**config.mk**
```make
export PLATFORM = sky130hd
export DESIGN_NAME = mem_stage_flat
export DESIGN_NICKNAME = d
export VERILOG_FILES = /design/src/rtl/mem_stage_if.sv /design/src/rtl/mem_stage.sv /design/src/flat_wrapper.sv
export SDC_FILE = /design/constraint.sdc
export NUM_CORES = 1
export LEC_CHECK = 0
export CAP_MARGIN = 40
export CORE_MARGIN = 4
export CORE_UTILIZATION = 30
export CTS_BUF_LIST = sky130_fd_sc_hd__clkbuf_8
export DETAILED_ROUTE_END_ITERATION = 12
export HOLD_SLACK_MARGIN = 0.03
export PLACE_DENSITY = 0.76
export RECOVER_POWER = 100
export REMOVE_ABC_BUFFERS = 1
export SETUP_SLACK_MARGIN = 0.15
export SYNTH_ARGS = -nofsm -noshare
export SYNTH_HDL_FRONTEND = slang
export SYNTH_SLANG_ARGS = --single-unit
```
**constraint.sdc**
```tcl
create_clock -name clk -period 1.5 [get_ports clk]
set_clock_uncertainty 0.2 [all_clocks]
set_input_delay 0.3 -clock clk [delete_from_list [all_inputs] [get_ports clk]]
set_output_delay 0.3 -clock clk [all_outputs]
set_load 0.02 [all_outputs]
```
**src/rtl/mem_stage_if.sv**
```systemverilog
// Data-memory request/acknowledge bus between the memory-access stage (master)
// and the data memory (slave).
interface mem_stage_if #(
    parameter int unsigned DATA_W = 32
);
    logic              dm_req;
    logic              dm_we;
    logic [DATA_W-1:0] dm_addr;
    logic [DATA_W-1:0] dm_wdata;
    logic [DATA_W-1:0] dm_rdata;
    logic              dm_ack;

    modport master (
        output dm_req,
        output dm_we,
        output dm_addr,
        output dm_wdata,
        input  dm_rdata,
        input  dm_ack
    );

    modport slave (
        input  dm_req,
        input  dm_we,
        input  dm_addr,
        input  dm_wdata,
        output dm_rdata,
        output dm_ack
    );
endinterface

```
**src/rtl/mem_stage.sv**
```systemverilog
// Memory-access stage: issues data-memory loads/stores over req/ack, stalls upstream
// while busy, and registers the MEM/WB writeback. Optional access timeout: MEM_TIMEOUT_EN.
module mem_stage #(
    parameter int unsigned DATA_W  = 32,
    parameter int unsigned RADDR_W = 5,
    parameter int unsigned TIMEOUT = 16
) (
    input  logic               clk,
    input  logic               rst,
    input  logic [DATA_W-1:0]  mem_sw_o,
    input  logic [DATA_W-1:0]  mem_write_o,
    input  logic               mem_lwsrc,
    input  logic               mem_movsrc,
    input  logic [RADDR_W-1:0] mem_write_addr_o,
    input  logic               mem_reg_write,
    input  logic               mem_DM_read,
    input  logic               mem_DM_write,
    input  logic [DATA_W-1:0]  mem_alu_result,
    mem_stage_if.master        dm_bus,
    output logic               mem_stall,
    output logic [DATA_W-1:0]  wb_write_data,
    output logic [RADDR_W-1:0] wb_write_addr,
    output logic               wb_reg_write,
    output logic               mem_fault
);

    if (TIMEOUT < 2) begin : g_timeout_chk
        $error("mem_stage: TIMEOUT must be at least 2");
    end

    typedef enum logic {
        IDLE = 1'b0,
        BUSY = 1'b1
    } state_t;

    state_t             state_q, state_d;
    logic               req_q, req_d;
    logic               we_q, we_d;
    logic [DATA_W-1:0]  addr_q, addr_d;
    logic [DATA_W-1:0]  wdata_q, wdata_d;
    logic [DATA_W-1:0]  wb_data_q, wb_data_d;
    logic [RADDR_W-1:0] wb_addr_q, wb_addr_d;
    logic               wb_we_q, wb_we_d;
    logic               fault_q, fault_d;
    logic               access_c;
    logic               timeout_c;
    logic [DATA_W-1:0]  wb_mux_c;

    assign access_c = mem_DM_read | mem_DM_write;
    assign wb_mux_c = mem_lwsrc  ? dm_bus.dm_rdata :
                      mem_movsrc ? mem_write_o     : mem_alu_result;

`ifdef MEM_TIMEOUT_EN
    localparam int unsigned CNT_W = (TIMEOUT > 2) ? $clog2(TIMEOUT) : 1;
    localparam logic [CNT_W-1:0] CNT_LAST = CNT_W'(TIMEOUT - 1);

    logic [CNT_W-1:0] cnt_q, cnt_d;

    // Counts unacknowledged BUSY cycles; held at zero outside BUSY so entry starts clean.
    always_comb begin
        cnt_d = '0;
        if (state_q == BUSY && !dm_bus.dm_ack) begin
            cnt_d = cnt_q + CNT_W'(1);
        end
    end

    always_ff @(posedge clk or negedge rst) begin
        if (!rst) begin
            cnt_q <= '0;
        end else begin
            cnt_q <= cnt_d;
        end
    end

    assign timeout_c = (state_q == BUSY) && (cnt_q == CNT_LAST);
`else
    assign timeout_c = 1'b0;
`endif

    // Next-state, memory request and MEM/WB register inputs.
    always_comb begin
        state_d   = state_q;
        req_d     = req_q;
        we_d      = we_q;
        addr_d    = addr_q;
        wdata_d   = wdata_q;
        wb_data_d = wb_data_q;
        wb_addr_d = wb_addr_q;
        wb_we_d   = 1'b0;
        fault_d   = 1'b0;
        mem_stall = 1'b0;
        case (state_q)
            IDLE: begin
                if (access_c) begin
                    mem_stall = 1'b1;
                    req_d     = 1'b1;
                    we_d      = mem_DM_write;
                    addr_d    = mem_alu_result;
                    wdata_d   = mem_sw_o;
                    state_d   = BUSY;
                end else begin
                    wb_data_d = wb_mux_c;
                    wb_addr_d = mem_write_addr_o;
                    wb_we_d   = mem_reg_write;
                end
            end
            BUSY: begin
                if (dm_bus.dm_ack) begin
                    wb_data_d = wb_mux_c;
                    wb_addr_d = mem_write_addr_o;
                    wb_we_d   = mem_reg_write;
                    req_d     = 1'b0;
                    state_d   = IDLE;
                end else if (timeout_c) begin
                    // Abandon the access: release upstream with a bubble and flag it.
                    req_d   = 1'b0;
                    fault_d = 1'b1;
                    state_d = IDLE;
                end else begin
                    mem_stall = 1'b1;
                end
            end
            default: state_d = IDLE;
        endcase
    end

    always_ff @(posedge clk or negedge rst) begin
        if (!rst) begin
            state_q   <= IDLE;
            req_q     <= 1'b0;
            we_q      <= 1'b0;
            addr_q    <= '0;
            wdata_q   <= '0;
            wb_data_q <= '0;
            wb_addr_q <= '0;
            wb_we_q   <= 1'b0;
            fault_q   <= 1'b0;
        end else begin
            state_q   <= state_d;
            req_q     <= req_d;
            we_q      <= we_d;
            addr_q    <= addr_d;
            wdata_q   <= wdata_d;
            wb_data_q <= wb_data_d;
            wb_addr_q <= wb_addr_d;
            wb_we_q   <= wb_we_d;
            fault_q   <= fault_d;
        end
    end

    assign dm_bus.dm_req   = req_q;
    assign dm_bus.dm_we    = we_q;
    assign dm_bus.dm_addr  = addr_q;
    assign dm_bus.dm_wdata = wdata_q;
    assign wb_write_data   = wb_data_q;
    assign wb_write_addr   = wb_addr_q;
    assign wb_reg_write    = wb_we_q;
    assign mem_fault       = fault_q;

endmodule

```
**src/flat_wrapper.sv**
```systemverilog
// flat-port wrapper written by rule: the top's interface ports become plain ports
module mem_stage_flat 
#(
    parameter int unsigned DATA_W  = 32,
    parameter int unsigned RADDR_W = 5,
    parameter int unsigned TIMEOUT = 16
)
  (clk, rst, mem_sw_o, mem_write_o, mem_lwsrc, mem_movsrc, mem_write_addr_o, mem_reg_write, mem_DM_read, mem_DM_write, mem_alu_result, mem_stall, wb_write_data, wb_write_addr, wb_reg_write, mem_fault, dm_bus_dm_req, dm_bus_dm_we, dm_bus_dm_addr, dm_bus_dm_wdata, dm_bus_dm_rdata, dm_bus_dm_ack);
  mem_stage_if #(.DATA_W(DATA_W)) dm_bus_i ();
  input  logic clk;
  input  logic rst;
  input  logic [DATA_W-1:0] mem_sw_o;
  input  logic [DATA_W-1:0] mem_write_o;
  input  logic mem_lwsrc;
  input  logic mem_movsrc;
  input  logic [RADDR_W-1:0] mem_write_addr_o;
  input  logic mem_reg_write;
  input  logic mem_DM_read;
  input  logic mem_DM_write;
  input  logic [DATA_W-1:0] mem_alu_result;
  output logic mem_stall;
  output logic [DATA_W-1:0] wb_write_data;
  output logic [RADDR_W-1:0] wb_write_addr;
  output logic wb_reg_write;
  output logic mem_fault;
  output wire logic [$bits(dm_bus_i.dm_req)-1:0] dm_bus_dm_req;
  output wire logic [$bits(dm_bus_i.dm_we)-1:0] dm_bus_dm_we;
  output wire logic [$bits(dm_bus_i.dm_addr)-1:0] dm_bus_dm_addr;
  output wire logic [$bits(dm_bus_i.dm_wdata)-1:0] dm_bus_dm_wdata;
  input wire logic [$bits(dm_bus_i.dm_rdata)-1:0] dm_bus_dm_rdata;
  input wire logic [$bits(dm_bus_i.dm_ack)-1:0] dm_bus_dm_ack;
  assign dm_bus_dm_req = dm_bus_i.dm_req;
  assign dm_bus_dm_we = dm_bus_i.dm_we;
  assign dm_bus_dm_addr = dm_bus_i.dm_addr;
  assign dm_bus_dm_wdata = dm_bus_i.dm_wdata;
  assign dm_bus_i.dm_rdata = dm_bus_dm_rdata;
  assign dm_bus_i.dm_ack = dm_bus_dm_ack;
  mem_stage #(.DATA_W(DATA_W), .RADDR_W(RADDR_W), .TIMEOUT(TIMEOUT)) u_core (.clk(clk), .rst(rst), .mem_sw_o(mem_sw_o), .mem_write_o(mem_write_o), .mem_lwsrc(mem_lwsrc), .mem_movsrc(mem_movsrc), .mem_write_addr_o(mem_write_addr_o), .mem_reg_write(mem_reg_write), .mem_DM_read(mem_DM_read), .mem_DM_write(mem_DM_write), .mem_alu_result(mem_alu_result), .dm_bus(dm_bus_i), .mem_stall(mem_stall), .wb_write_data(wb_write_data), .wb_write_addr(wb_write_addr), .wb_reg_write(wb_reg_write), .mem_fault(mem_fault));
endmodule
```
Word-level counts from Yosys, hierarchy flattened
Cells that the tools add are included.
- flip-flop bits (word level): 105
- input bits: 141
- equality and inequality tests: 3
- mux-type cells: 17
- bitwise logic cells: 2
- reductions and logical operators: 3
- operator list (operator ; count):
    $mux 32 ; 4
    $pmux 32 s2 ; 1
    $mux 5 ; 2
    $pmux 5 s2 ; 1
    $mux 1 ; 6
    $pmux 1 s2 ; 3
    $reduce_and 2->1 ; 3
    $ne 2x2->1 const B ; 2
    $ne 2x1->1 const B ; 1
    $not 1->1 ; 1
    $or 1x1->1 ; 1

Longest topological paths before layout
- depth in word-level cells: 4
- gate-level depth with buffers: 5
- gate-level depth less buffers: 3

Worst setup path before layout
Ideal clock, no wire load.
- path kind: flip-flop to flip-flop
- start: reg u_core.state_q
- end: reg u_core.wb_data_q[17], in the netlist u_core.wb_write_data[17]
- arrival: 1216 ps
- data required time: 1175 ps
- slack: -42 ps
- cell stages (with the launch flop): 6
- path buffers: 2
- period minus slack after synthesis: 1542 ps
- path through: dfrtp_1 > nor3_2 > a21oi_2 > buf_6 > buf_6 > mux2_4
- longest elaborated chain between the ends: 3
- elaborated cells between the ends (all ways): 5
- classes of those cells: 2 x eq/ne; 1 x mux; 1 x bitwise; 1 x reduce/logical
- RTL lines (what ; line ; source):
    start, declared ; mem_stage.sv:36 ; state_t state_q, state_d;
    start signal, assigned ; mem_stage.sv:139 ; state_q <= state_d;
    $not 1->1 (no source line) ; -- ;
    $ne 2x2->1 (no source line) ; -- ;
    $reduce_and 2->1 (no source line) ; -- ;
    end signal, assigned ; mem_stage.sv:144 ; wb_data_q <= wb_data_d;
    end, declared ; mem_stage.sv:41 ; logic [DATA_W-1:0] wb_data_q, wb_data_d;
Parallel ways exist; a longest one is shown, timed or not.
A chain may end at the register's enable or synchronous reset.

Worst setup path after layout
- start: reg u_core.state_q
- end: reg u_core.addr_q[8], in the netlist u_core.dm_bus.dm_addr[8]
- longest elaborated chain between the ends: 2
- RTL lines (what ; line ; source):
    $not 1->1 (no source line) ; -- ;
    $reduce_and 2->1 (no source line) ; -- ;
    end signal, assigned ; mem_stage.sv:142 ; addr_q <= addr_d;
    end, declared ; mem_stage.sv:39 ; logic [DATA_W-1:0] addr_q, addr_d;
Every way passes these cells.

==> results.yml <==
run_status:
  outcome: "finished, violations left"
  violations: "setup timing"
floorplanning:
  die_y_um: 132
  num_rows: 45
  dieArea_um2: 17400
  pin_count: 247
  initial_core_util_pct: 30.5
  die_width_um: 132
  core_um2: 15100
setup_path:
  required_ns: 1.55
  r2r_end: "u_core.dm_bus.dm_addr[8]"
  worstSetupPathType: "reg2reg"
  reg2reg_depth: 5
  start_kind: "flip-flop"
  reg2reg_from: "u_core.state_q"
  end_kind: "flip-flop"
  reg2reg_slack_ns: -0.21
  path_max_fanout: 6
  crit_arrival_ns: 1.76
sta:
  tns_ns: -18.60
  tightest_slew_ns: 0.556
  rsz0062_at_grt: "yes"
  fin_crit_ns: 1.71
  finalSetupViolCount: 104
  layout_setup_ws_ns: -0.208
  drv_slew: 0
  period_share_pct: 114
  slew_headroom_pct: 62.9
  hold_viol: 0
  max_clock_freq_mhz: 585
placement:
  placed_cells: 770
  hpwl_um: 10300
  placed_cell_area_um2: 7470
  port_buffers: 245
  gp_congestion: 0.792
route:
  via_count: 3835
  drt-wirelength-per-cell_um: 18.5
  routed_via_density: 4.68
  ant_nets: 0
  drt_iter0_markers: 73
  first_pass_iters: 4
  wl_um: 15200
  drc: 0
synth:
  yosys.cell_types.count: 18
  synth_commonest_cells: "dfrtp_1 (105), mux2_2 (81), mux2i_1 (32), nand2_1 (32), o21ai_0 (32)"
  synth_top_area_cell: "dfrtp_1"
  synthTopCellsByArea: "dfrtp_1 (57%), mux2_2 (20%), mux2i_1 (6.9%), o21ai_0 (3.5%), mux2_4 (3.3%)"
  synth_edf_count: 0
  syn_avg_cell_area_um2: 13.9
  yosysTopAreaCellShare_pct: 56.9
  yosysMostFrequentCell: "dfrtp_1"
  netlist_instances: 333
  async_flop_share_pct: 100
  yosysSeqAreaShare_pct: 56.9
  ys_ff_latch: 105
  synth-main-ff-cell: "dfrtp_1"
  yosys_warnings: 0
  netlist_area_um2: 4620
layout:
  diodes: 0
  layout-drive-gt1-share_pct: 44.8
  n_fill_cell: 1229
  layout.cells.non_filler: 820
  nets: 770
  design_area_um2: 8270
  postLayoutCoreUtil_pct: 54.6
  area_growth_pct: 79.0
pwr:
  peakVddDrop_v: 0.000617
  power.density_nw_per_um2: 1190
  leakagePower_nw: 3.76
  p_total_mw: 9.84
clocking:
  clkSinkCount: 105
  htreeDepth: 3
  clk_pin_slew_worst_paths_ns: 0.10
  worst_skew_pair.late_latency_ns: 0.36
  cts_tree: "built"
  cts.path.max_buffers: 2
  numCtsBuffers: 9
  cts_root_buffer: "clkbuf_8"
min_path:
  hp-class: "in2async"
global_route:
  grt_first_pass_wirelength_um: 21700
  gr-usage-all-layers_pct: 15.5
  antenna_found_initial: 0
  grt_max_degree: 51
  grt_pass1_vias: 4124
  overflow: 0
run:
  drv_cap: 0
[what timing repair did]
action	CTS	global route
buffers inserted	13	11
setup endpoints to repair	210	209
hold buffers	1	0
cloned	2	9
hold endpoints to repair	105	0
gates resized for setup	635	11
pin swaps	2	0
[registers in the layout, indices dropped and copies added, names as in the netlist]
name and count:
u_core.dm_bus.dm_addr 32, u_core.dm_bus.dm_wdata 32, u_core.wb_write_data 32, u_core.wb_write_addr 5
u_core.dm_bus.dm_req 1, u_core.dm_bus.dm_we 1, u_core.state_q 1, u_core.wb_reg_write 1
[cell usage in the layout (no fill, tap or decap)]
cell type          n
clkdlybuf4s50_1  135
buf_6            111
dfrtp_1          104
mux2_2            81
buf_4             35
mux2i_1           32
nand2_1           32
o21ai_0           32
mux2_4            14
clkbuf_8          10
buf_12             9
mux2_1             7
clkbuf_16          6
buf_2              3
inv_1              2
buf_16             2
buf_8              2
nor3_4             1
a21oi_4            1
nor2b_2            1
o21bai_4           1
a22oi_2            1
conb_1             1
clkinv_2           1
clkinvlp_4         1
bufinv_16          1
dlygate4sd3_1      1
clkbuf_1           1
dlymetal6s2s_1     1
dlygate4sd2_1      1
clkbuf_4           1
dfrtp_2            1
[how the worst max path moves through the flow]
stage                        start                  endpoint  slack, ns  cells after the start
CTS                 u_core.state_q                 mem_stall      -0.22                      3
detailed placement    mem_DM_write                 mem_stall      -0.63                      4
global placement      mem_DM_write                 mem_stall      -0.60                      4
floorplan             mem_DM_write  u_core.dm_bus.dm_addr[0]      -2.68                      2
finish              u_core.state_q  u_core.dm_bus.dm_addr[8]      -0.21                      5
global route        u_core.state_q                 mem_stall      -0.25                      3
[final cells by class]
| cell class | instances | area [µm²] | share of cell area (%) |
|---|---|---|---|
| multi-input combinational | 204 | 1880 | 22.7 |
| clock inverter | 4 | 46.3 | 0.560 |
| sequential | 105 | 2630 | 31.8 |
| tap | 188 | 235 | 2.85 |
| clock buffer | 10 | 138 | 1.66 |
| inverter | 1 | 3.75 | 0.0454 |
| timing repair buffer | 308 | 3340 | 40.4 |
[report_power, final]
group	internal, mW	leakage (nW)	switching (mW)	total, mW
clock	0.792	0.0954	0.930	1.72
sequential	3.45	1.24	0.444	3.89
combinational	2.47	2.43	1.75	4.22
total	6.71	3.76	3.13	9.84
[through the flow]
stage | setup slack [ns] | hold WS, ns
3_5_place_dp | -0.626 | -0.0922
5_1_grt | -0.251 | 0.111
2_1_floorplan | -2.68 | -0.196
4_1_cts | -0.217 | 0.0669
3_3_place_gp | -0.603 | -0.0946
6_report | -0.208 | 0.111
[worst max-delay path, cell delays in order, from the launching register on]
cell       delay (ns)
dfrtp_2          0.47
buf_6            0.14
o21bai_4         0.18
buf_8            0.15
clkbuf_16        0.16
mux2_4           0.29
[cells by family after synthesis]
logic type	synth area share [%]
muxes	32.6
DFF	56.9
and+or+nand+nor	2.95
buffers and inverters	3.49
AOI/OAI and AO/OA	3.98
other	0.0812
[metal layers]
metal	wire length (µm)	vias to the layer above	global-route usage, %
li1	-	1756	-
met1	6000	1906	18.1
met2	7790	159	26.6
met3	1190	14	5.92
met4	198	0	4.78
met5	0	-	0
Note: power is estimated with default switching activity, not from simulation.
